`src/rtl/reg_file_n.sv`:
```
// Parametrised register bank: one write port, two registered read ports with
// write-to-read bypass, and a per-register busy scoreboard.
// Optional macro REG_FILE_R0_ZERO_EN hardwires register 0 (and busy[0]) to zero.
module reg_file_n #(
  parameter int unsigned WIDTH = 32,
  parameter int unsigned AW    = 4
) (
  input  logic                clk,
  input  logic                clr,
  input  logic                wr_en,
  input  logic [AW-1:0]       wr_addr,
  input  logic [WIDTH-1:0]    wr_data,
  input  logic                rd_en,
  input  logic [AW-1:0]       ra_addr,
  input  logic [AW-1:0]       rb_addr,
  output logic [WIDTH-1:0]    ra_data,
  output logic [WIDTH-1:0]    rb_data,
  input  logic                rsv_en,
  input  logic [AW-1:0]       rsv_addr,
  output logic                ra_busy,
  output logic                rb_busy,
  output logic [(2**AW)-1:0]  busy_vec
);

  localparam int unsigned DEPTH = 2**AW;

  logic [WIDTH-1:0] mem_q [DEPTH];
  logic [WIDTH-1:0] mem_d [DEPTH];
  logic [DEPTH-1:0] busy_q, busy_d;
  logic [WIDTH-1:0] ra_data_q, ra_data_d;
  logic [WIDTH-1:0] rb_data_q, rb_data_d;
  logic             ra_busy_q, ra_busy_d;
  logic             rb_busy_q, rb_busy_d;
  logic             wr_ok;
  logic             rsv_ok;

  // Next state: write and scoreboard update first, then read ports sample the result.
  always_comb begin
    mem_d     = mem_q;
    busy_d    = busy_q;
    ra_data_d = ra_data_q;
    rb_data_d = rb_data_q;
    ra_busy_d = ra_busy_q;
    rb_busy_d = rb_busy_q;
`ifdef REG_FILE_R0_ZERO_EN
    wr_ok  = wr_en  && (wr_addr  != '0);
    rsv_ok = rsv_en && (rsv_addr != '0);
`else
    wr_ok  = wr_en;
    rsv_ok = rsv_en;
`endif

    if (wr_ok) begin
      mem_d[wr_addr]  = wr_data;
      busy_d[wr_addr] = 1'b0;
    end
    // A reservation in the same cycle as a write to the same register wins.
    if (rsv_ok) begin
      busy_d[rsv_addr] = 1'b1;
    end
`ifdef REG_FILE_R0_ZERO_EN
    mem_d[0]  = '0;
    busy_d[0] = 1'b0;
`endif

    if (rd_en) begin
      ra_data_d = (wr_ok && (wr_addr == ra_addr)) ? wr_data : mem_q[ra_addr];
      rb_data_d = (wr_ok && (wr_addr == rb_addr)) ? wr_data : mem_q[rb_addr];
      ra_busy_d = busy_d[ra_addr];
      rb_busy_d = busy_d[rb_addr];
    end
  end

  always_ff @(posedge clk) begin
    if (!clr) begin
      for (int unsigned i = 0; i < DEPTH; i++) begin
        mem_q[i] <= '0;
      end
      busy_q    <= '0;
      ra_data_q <= '0;
      rb_data_q <= '0;
      ra_busy_q <= 1'b0;
      rb_busy_q <= 1'b0;
    end else begin
      mem_q     <= mem_d;
      busy_q    <= busy_d;
      ra_data_q <= ra_data_d;
      rb_data_q <= rb_data_d;
      ra_busy_q <= ra_busy_d;
      rb_busy_q <= rb_busy_d;
    end
  end

  assign ra_data  = ra_data_q;
  assign rb_data  = rb_data_q;
  assign ra_busy  = ra_busy_q;
  assign rb_busy  = rb_busy_q;
  assign busy_vec = busy_q;

endmodule

```
`config.mk`:
```
export PLATFORM = sky130hd
export DESIGN_NAME = reg_file_n
export DESIGN_NICKNAME = d
export VERILOG_FILES = /design/src/rtl/reg_file_n.sv
export SDC_FILE = /design/constraint.sdc
export NUM_CORES = 2
export LEC_CHECK = 0
export ABC_AREA = 0
export CAP_MARGIN = 25
export CORE_ASPECT_RATIO = 0.5
export CORE_MARGIN = 4
export CORE_UTILIZATION = 25
export CTS_CLUSTER_DIAMETER = 30
export DETAILED_ROUTE_END_ITERATION = 8
export PLACE_DENSITY_LB_ADDON = 0.3
export SYNTH_ARGS = -nofsm -noshare
export SYNTH_HDL_FRONTEND = slang
export SYNTH_SLANG_ARGS = --single-unit
export TNS_END_PERCENT = 50
```
`constraint.sdc`:
```
create_clock -name clk -period 2.8 [get_ports clk]
set_clock_uncertainty 0.2 [all_clocks]
set_input_delay 0.42 -clock clk [delete_from_list [all_inputs] [get_ports clk]]
set_output_delay 0.42 -clock clk [all_outputs]
set_load 0.02 [all_outputs]
```
; ---- Word level (Yosys, flattened, before mapping)
; Cells that the tools add are included.
[totals]
ff_bits = 594
out_inout_bits = 82
[classes]
magnitude_cmp = 10
eq_ne = 2
mux = 21
bitwise = 6
n_reduce_logical = 5
[ops]
columns = op, count
row1 = 512-bit bitwise mux, 1
row2 = 32-bit binary-select mux with 4-bit select, 2
row3 = 32-bit two-way mux, 7
row4 = 32-bit demux with 4-bit select, 1
row5 = 16-bit two-way mux, 2
row6 = "4-bit by 5-bit less-than comparator with 1-bit output, second input constant", 4
row7 = 16-bit AND, 1
row8 = 16-bit inverter, 1
row9 = 16-bit bitwise OR, 1
row10 = "5-bit greater-or-equal comparator, second input constant", 3
row11 = 4-bit inverter with 5-bit output, 3
row12 = 1-bit binary-select mux with 4-bit select, 2
row13 = 1-bit demux with 4-bit select, 2
row14 = 4-bit equality test, 2
row15 = "4-bit by 1-bit greater-or-equal comparator with 1-bit output, second input constant", 2
row16 = 1-bit logical AND, 5
row17 = "5-bit by 1-bit less-than comparator with 1-bit output, second input constant", 1
row18 = 1-bit two-way mux, 4

; ---- Logic depth before layout (Yosys ltp)
[logic_depth]
ltp_word = 11
ltp_mapped = 10
mapped_depth_nobuf = 6

; ---- Least setup slack after synthesis
; Ideal clock, no wire load.
[synth_timing]
kind = input -> register
start = input rb_addr[1]
end = register rb_data_q[10], in the netlist rb_data[10]
setup_time_ns = 0.136
t_arrival_ns = 1.983
t_required_ns = 2.464
setup_slack_ns = 0.480
stages = 7
n_path_buf = 3
cell_sequence = buf_2 -> buf_2 -> clkbuf_1 -> mux4_2 -> mux4_2 -> nand2_1 -> a31oi_1
[synth_between]
elab_chain_cells = 5
elab_cells_between_ends = 7
cone_classes = 1 x eq/ne / 4 x mux / 1 x bitwise / 1 x reduce/logical
[synth_rtl]
columns = item, line_no
row1 = "start, declared", 15  ; input logic [AW-1:0] rb_addr,
row2 = 4-bit inverter with 5-bit output (implied by the code), 68  ; rb_data_d = (wr_ok && (wr_addr == rb_addr)) ? wr_data : mem_q[rb_addr];
row3 = 32-bit binary-select mux with 4-bit select, 68
row4 = 32-bit two-way mux (implied by the code) (2 in a row), 68
row5 = 32-bit two-way mux *, 68
row6 = "end signal, assigned", 88  ; rb_data_q <= rb_data_d;
row7 = "end, declared", 31  ; logic [WIDTH-1:0] rb_data_q, rb_data_d;
; Every way passes the cells marked *; elsewhere a longest branch is shown, timed or not. The select of a mux whose other input is x is not followed.
; A chain may end at the register's enable or synchronous reset.

; ---- Worst setup path after layout
[layout_timing]
start = register rb_data_q[29], in the netlist rb_data[29]
end = output rb_data[29]
[layout_lines]
columns = item, line_no
row1 = "end, declared", 17  ; output logic [WIDTH-1:0] rb_data,
; No word-level cell between the ends.

==> impl_metrics.env <==
export IMPL_yosysWarnings=0
export IMPL_yosysSeqAreaShare_pct=38.98
export IMPL_syn_area_mm2=0.03050
export IMPL_place_ws_ns=0.07420
export IMPL_slew_headroom_pct=45.66
export IMPL_maxSlewViolCount=0
export IMPL_worst_ep_arrival_time_ns=1.93
export IMPL_gp_congestion=0.8408
export IMPL_finalCritPeriodShare_pct=91.10
export IMPL_cts_sinks=594
export IMPL_crit_buf_inv=1
export IMPL_fmax_ghz=0.3920
export IMPL_hold_class="in -> reg"
export IMPL_critical_path_class="reg -> out"
export IMPL_p_leak_nw=12.86
export IMPL_worst_setup_path_start_kind="flip-flop"
export IMPL_grt_pass1_vias=25667
export IMPL_route_met2_wl_um=57370
export IMPL_ir_drop_mv=0.4543
export IMPL_grt_setup_unrepaired="false"
export IMPL_fin_nets=3359
export IMPL_wl_met3_um=8347
export IMPL_crit_path_top_delay_cell="clkdlybuf4s50_1"
export IMPL_via_per_inst=5.140
export IMPL_cpPeakStageDelay_ns=0.70
export IMPL_ant_nets=0
export IMPL_grt_pass1_wl_um=173200
export IMPL_dpl_cell_area_mm2=0.03455
export IMPL_rows=90
export IMPL_grt_max_degree=133
export IMPL_synth_edf_count=0
export IMPL_dr_pass1_iters=6
export IMPL_cts_root_buf="clkbuf_16"
export IMPL_path_cells="clkdlybuf4s50_1"
export IMPL_yosysTopAreaCell="dfxtp_1"
export IMPL_grt_ovfl_total=0
export IMPL_route_detailed_drc=0
export IMPL_reg2reg_depth=4
export IMPL_synth_top_area_share_pct=38.98
export IMPL_start_util_pct=25.24
export IMPL_regToRegEndpoint="rb_data[0]$_SDFFE_PN0P_"
export IMPL_numCtsBuffers=137
export IMPL_synth_nets=3280
export IMPL_cp_top_family="buffers and inverters"
export IMPL_syn_inst=3227
export IMPL_path_max_fanout=2
export IMPL_die_h_um=255.0
export IMPL_fin_ws_ns=0.2493
export IMPL_hold_depth=3
export IMPL_outcome="finished, final reports clean"
export IMPL_p_per_area_mw_per_mm2=690.3
export IMPL_clock_latency_ns=0.72
export IMPL_port_buffers=134
export IMPL_async_reset_ff_share_pct=0
export IMPL_nFillCells=12126
export IMPL_antenna_found_initial=3
export IMPL_clk_pin_slew_ns=0.04
export IMPL_tightest_slew_ns=0.8125
export IMPL_postLayoutCellArea_mm2=0.03933
export IMPL_cts_tree="done"
export IMPL_ios=135
export IMPL_required_ns=2.18
export IMPL_grt_use_total_pct=18.22
export IMPL_clk_path_buf_depth=3
export IMPL_min_from="rd_en"
export IMPL_finalHoldViolations=0
export IMPL_drive_above_1_share_pct=21.68
export IMPL_dp_hpwl_um=66560
export IMPL_syn2layout_area_growth_pct=28.93
export IMPL_wl_met1_um=47050
export IMPL_routed_top_layer="met5"
export IMPL_timing_rr_start="mem_q[160]$_SDFFE_PN0P_"
export IMPL_tns_ns=0
export IMPL_wl_per_cell_um=23.54
export IMPL_fin_crit_ns=2.551
export IMPL_ys_seq_elements=594
export IMPL_cts_htree_levels=4
export IMPL_drv_cap=0
export IMPL_min_to="ra_data[2]$_SDFFE_PN0P_"
export IMPL_synthDistinctLibCells=44
export IMPL_critPathCaptureType="output pin"
export IMPL_dieArea_mm2=0.1280
export IMPL_routed_wirelength_um=118300
export IMPL_core_mm2=0.1208
export IMPL_reg2reg_slack_ns=0.89
export IMPL_drt_iter0_markers=2367
export IMPL_vias=25828
export IMPL_synth_flop_cell="dfxtp_1"
export IMPL_yosys_top_cells_area="dfxtp_1 39%, mux4_2 23%, nand2_1 14%, a21boi_0 9.3%, a21boi_1 3.4%"
export IMPL_avgSynthCellArea_um2=9.452
export IMPL_finalSetupViolCount=0
export IMPL_die_width_um=502.0
## metrics by stage
step / cells / power, W / hold WS (ns) / util [%]
after detailed placement: 4776 / 0.01090 / 0.2566 / 28.59
after floorplan: 3227 / 0.01003 / 0.2408 / -
after global routing: 5025 / 0.02791 / 0.1192 / 32.55
final: 5025 / 0.02715 / 0.09324 / 32.55
after global placement: 4776 / 0.01088 / 0.2482 / 28.59
after CTS: 5024 / 0.02736 / 0.07992 / 32.55
## routing by layer
| layer | global-route usage, % | vias to the layer above |
|---|---|---|
| met5 | 0 | - |
| met4 | 9.029 | 2 |
| met3 | 3.233 | 305 |
| met2 | 31.37 | 1102 |
| met1 | 22.12 | 12903 |
| li1 | - | 11516 |
## worst max path at each step
| stage | from | endpoint | slack (ns) | cells past startpoint |
|---|---|---|---|---|
| 2_1_floorplan | rb_addr[1] | rb_data[10]$_SDFFE_PN0P_ | 0.48 | 7 |
| 3_3_place_gp | wr_addr[2] | rb_busy$_SDFFE_PN0P_ | 0.04 | 7 |
| 3_5_place_dp | wr_addr[2] | ra_busy$_SDFFE_PN0P_ | 0.07 | 7 |
| 4_1_cts | rb_data[29]$_SDFFE_PN0P_ | rb_data[29] | 0.18 | 1 |
| 5_1_grt | rb_data[29]$_SDFFE_PN0P_ | rb_data[29] | 0.22 | 1 |
| 6_report | rb_data[29]$_SDFFE_PN0P_ | rb_data[29] | 0.25 | 1 |
## state kept, by name, summed over array words and instances (netlist names)
register	cells
ra_data	32
ra_busy	1
mem_q	512
rb_data	32
rb_busy	1
busy_vec	16
## Yosys cell counts, types with 4 or more instances
cell	instances
dfxtp_1	594
nor3_1	11
clkbuf_1	266
nand3b_1	4
buf_2	65
a31oi_1	66
nor2_1	24
nand2_1	1172
nor3b_1	5
xor2_1	6
mux4_1	5
nor2b_1	14
nand3_1	10
a21oi_1	16
and3_1	6
and3b_1	4
o2bb2ai_1	4
a21boi_0	377
buf_6	8
mux4_2	315
nand2b_1	4
a21boi_1	139
buf_1	5
o21ai_0	72
## power breakdown
part | switching (W) | internal, W
combinational | 0.00116 | 0.000836
clock | 0.00506 | 0.0113
sequential | 0.000116 | 0.00864
## repair_timing
action                    CTS  global route
hold buffers                1             0
hold endpoints to repair   60             0
resized for setup           0             0
setup buffers               0             0
## cells in the final DEF (no fill, tap or decap), types with 29 or more instances in the layout
| master | netlist | layout |
|---|---|---|
| a21boi_0 | 377 | 377 |
| clkdlybuf4s50_1 | 0 | 124 |
| dfxtp_1 | 594 | 594 |
| a31oi_1 | 66 | 66 |
| buf_12 | 1 | 70 |
| o21ai_0 | 72 | 72 |
| a21boi_1 | 139 | 139 |
| clkbuf_8 | 0 | 29 |
| buf_4 | 2 | 86 |
| nand2_1 | 1172 | 1160 |
| clkbuf_16 | 0 | 143 |
| mux4_2 | 315 | 315 |
## kinds of logic (layout without fill, tap and decap cells)
| group | after synthesis | in the layout | synth area share (%) |
|---|---|---|---|
| multiplexers | 320 | 320 | 23.69 |
| other | 0 | 1 | 0 |
| flip-flops | 594 | 594 | 38.98 |
| buffers and inverters | 348 | 535 | 4.861 |
| AND/OR/NAND/NOR | 1268 | 1268 | 16.21 |
| XOR/XNOR | 8 | 8 | 0.2297 |
| AO/OA/AOI/OAI | 689 | 689 | 16.02 |
## final cells by class
| type | instances | area [um^2] | share of cell area, % |
|---|---|---|---|
| diodes | 1 | 2.502 | 0.006363 |
| clock buffers | 194 | 4040 | 10.27 |
| clock inverters | 53 | 728.2 | 1.852 |
| multi-input cells | 2285 | 17280 | 43.93 |
| flip-flops and latches | 594 | 11890 | 30.24 |
| well taps | 1610 | 2014 | 5.122 |
| repair buffers | 288 | 3373 | 8.577 |
## worst reg2reg max path, cell delays in order (launching register included)
cell	delay, ns
dfxtp_1	0.32
mux4_2	0.48
mux4_2	0.48
nand2_1	0.17
a31oi_1	0.10
No activity file was read; power rests on OpenSTA's default activity.
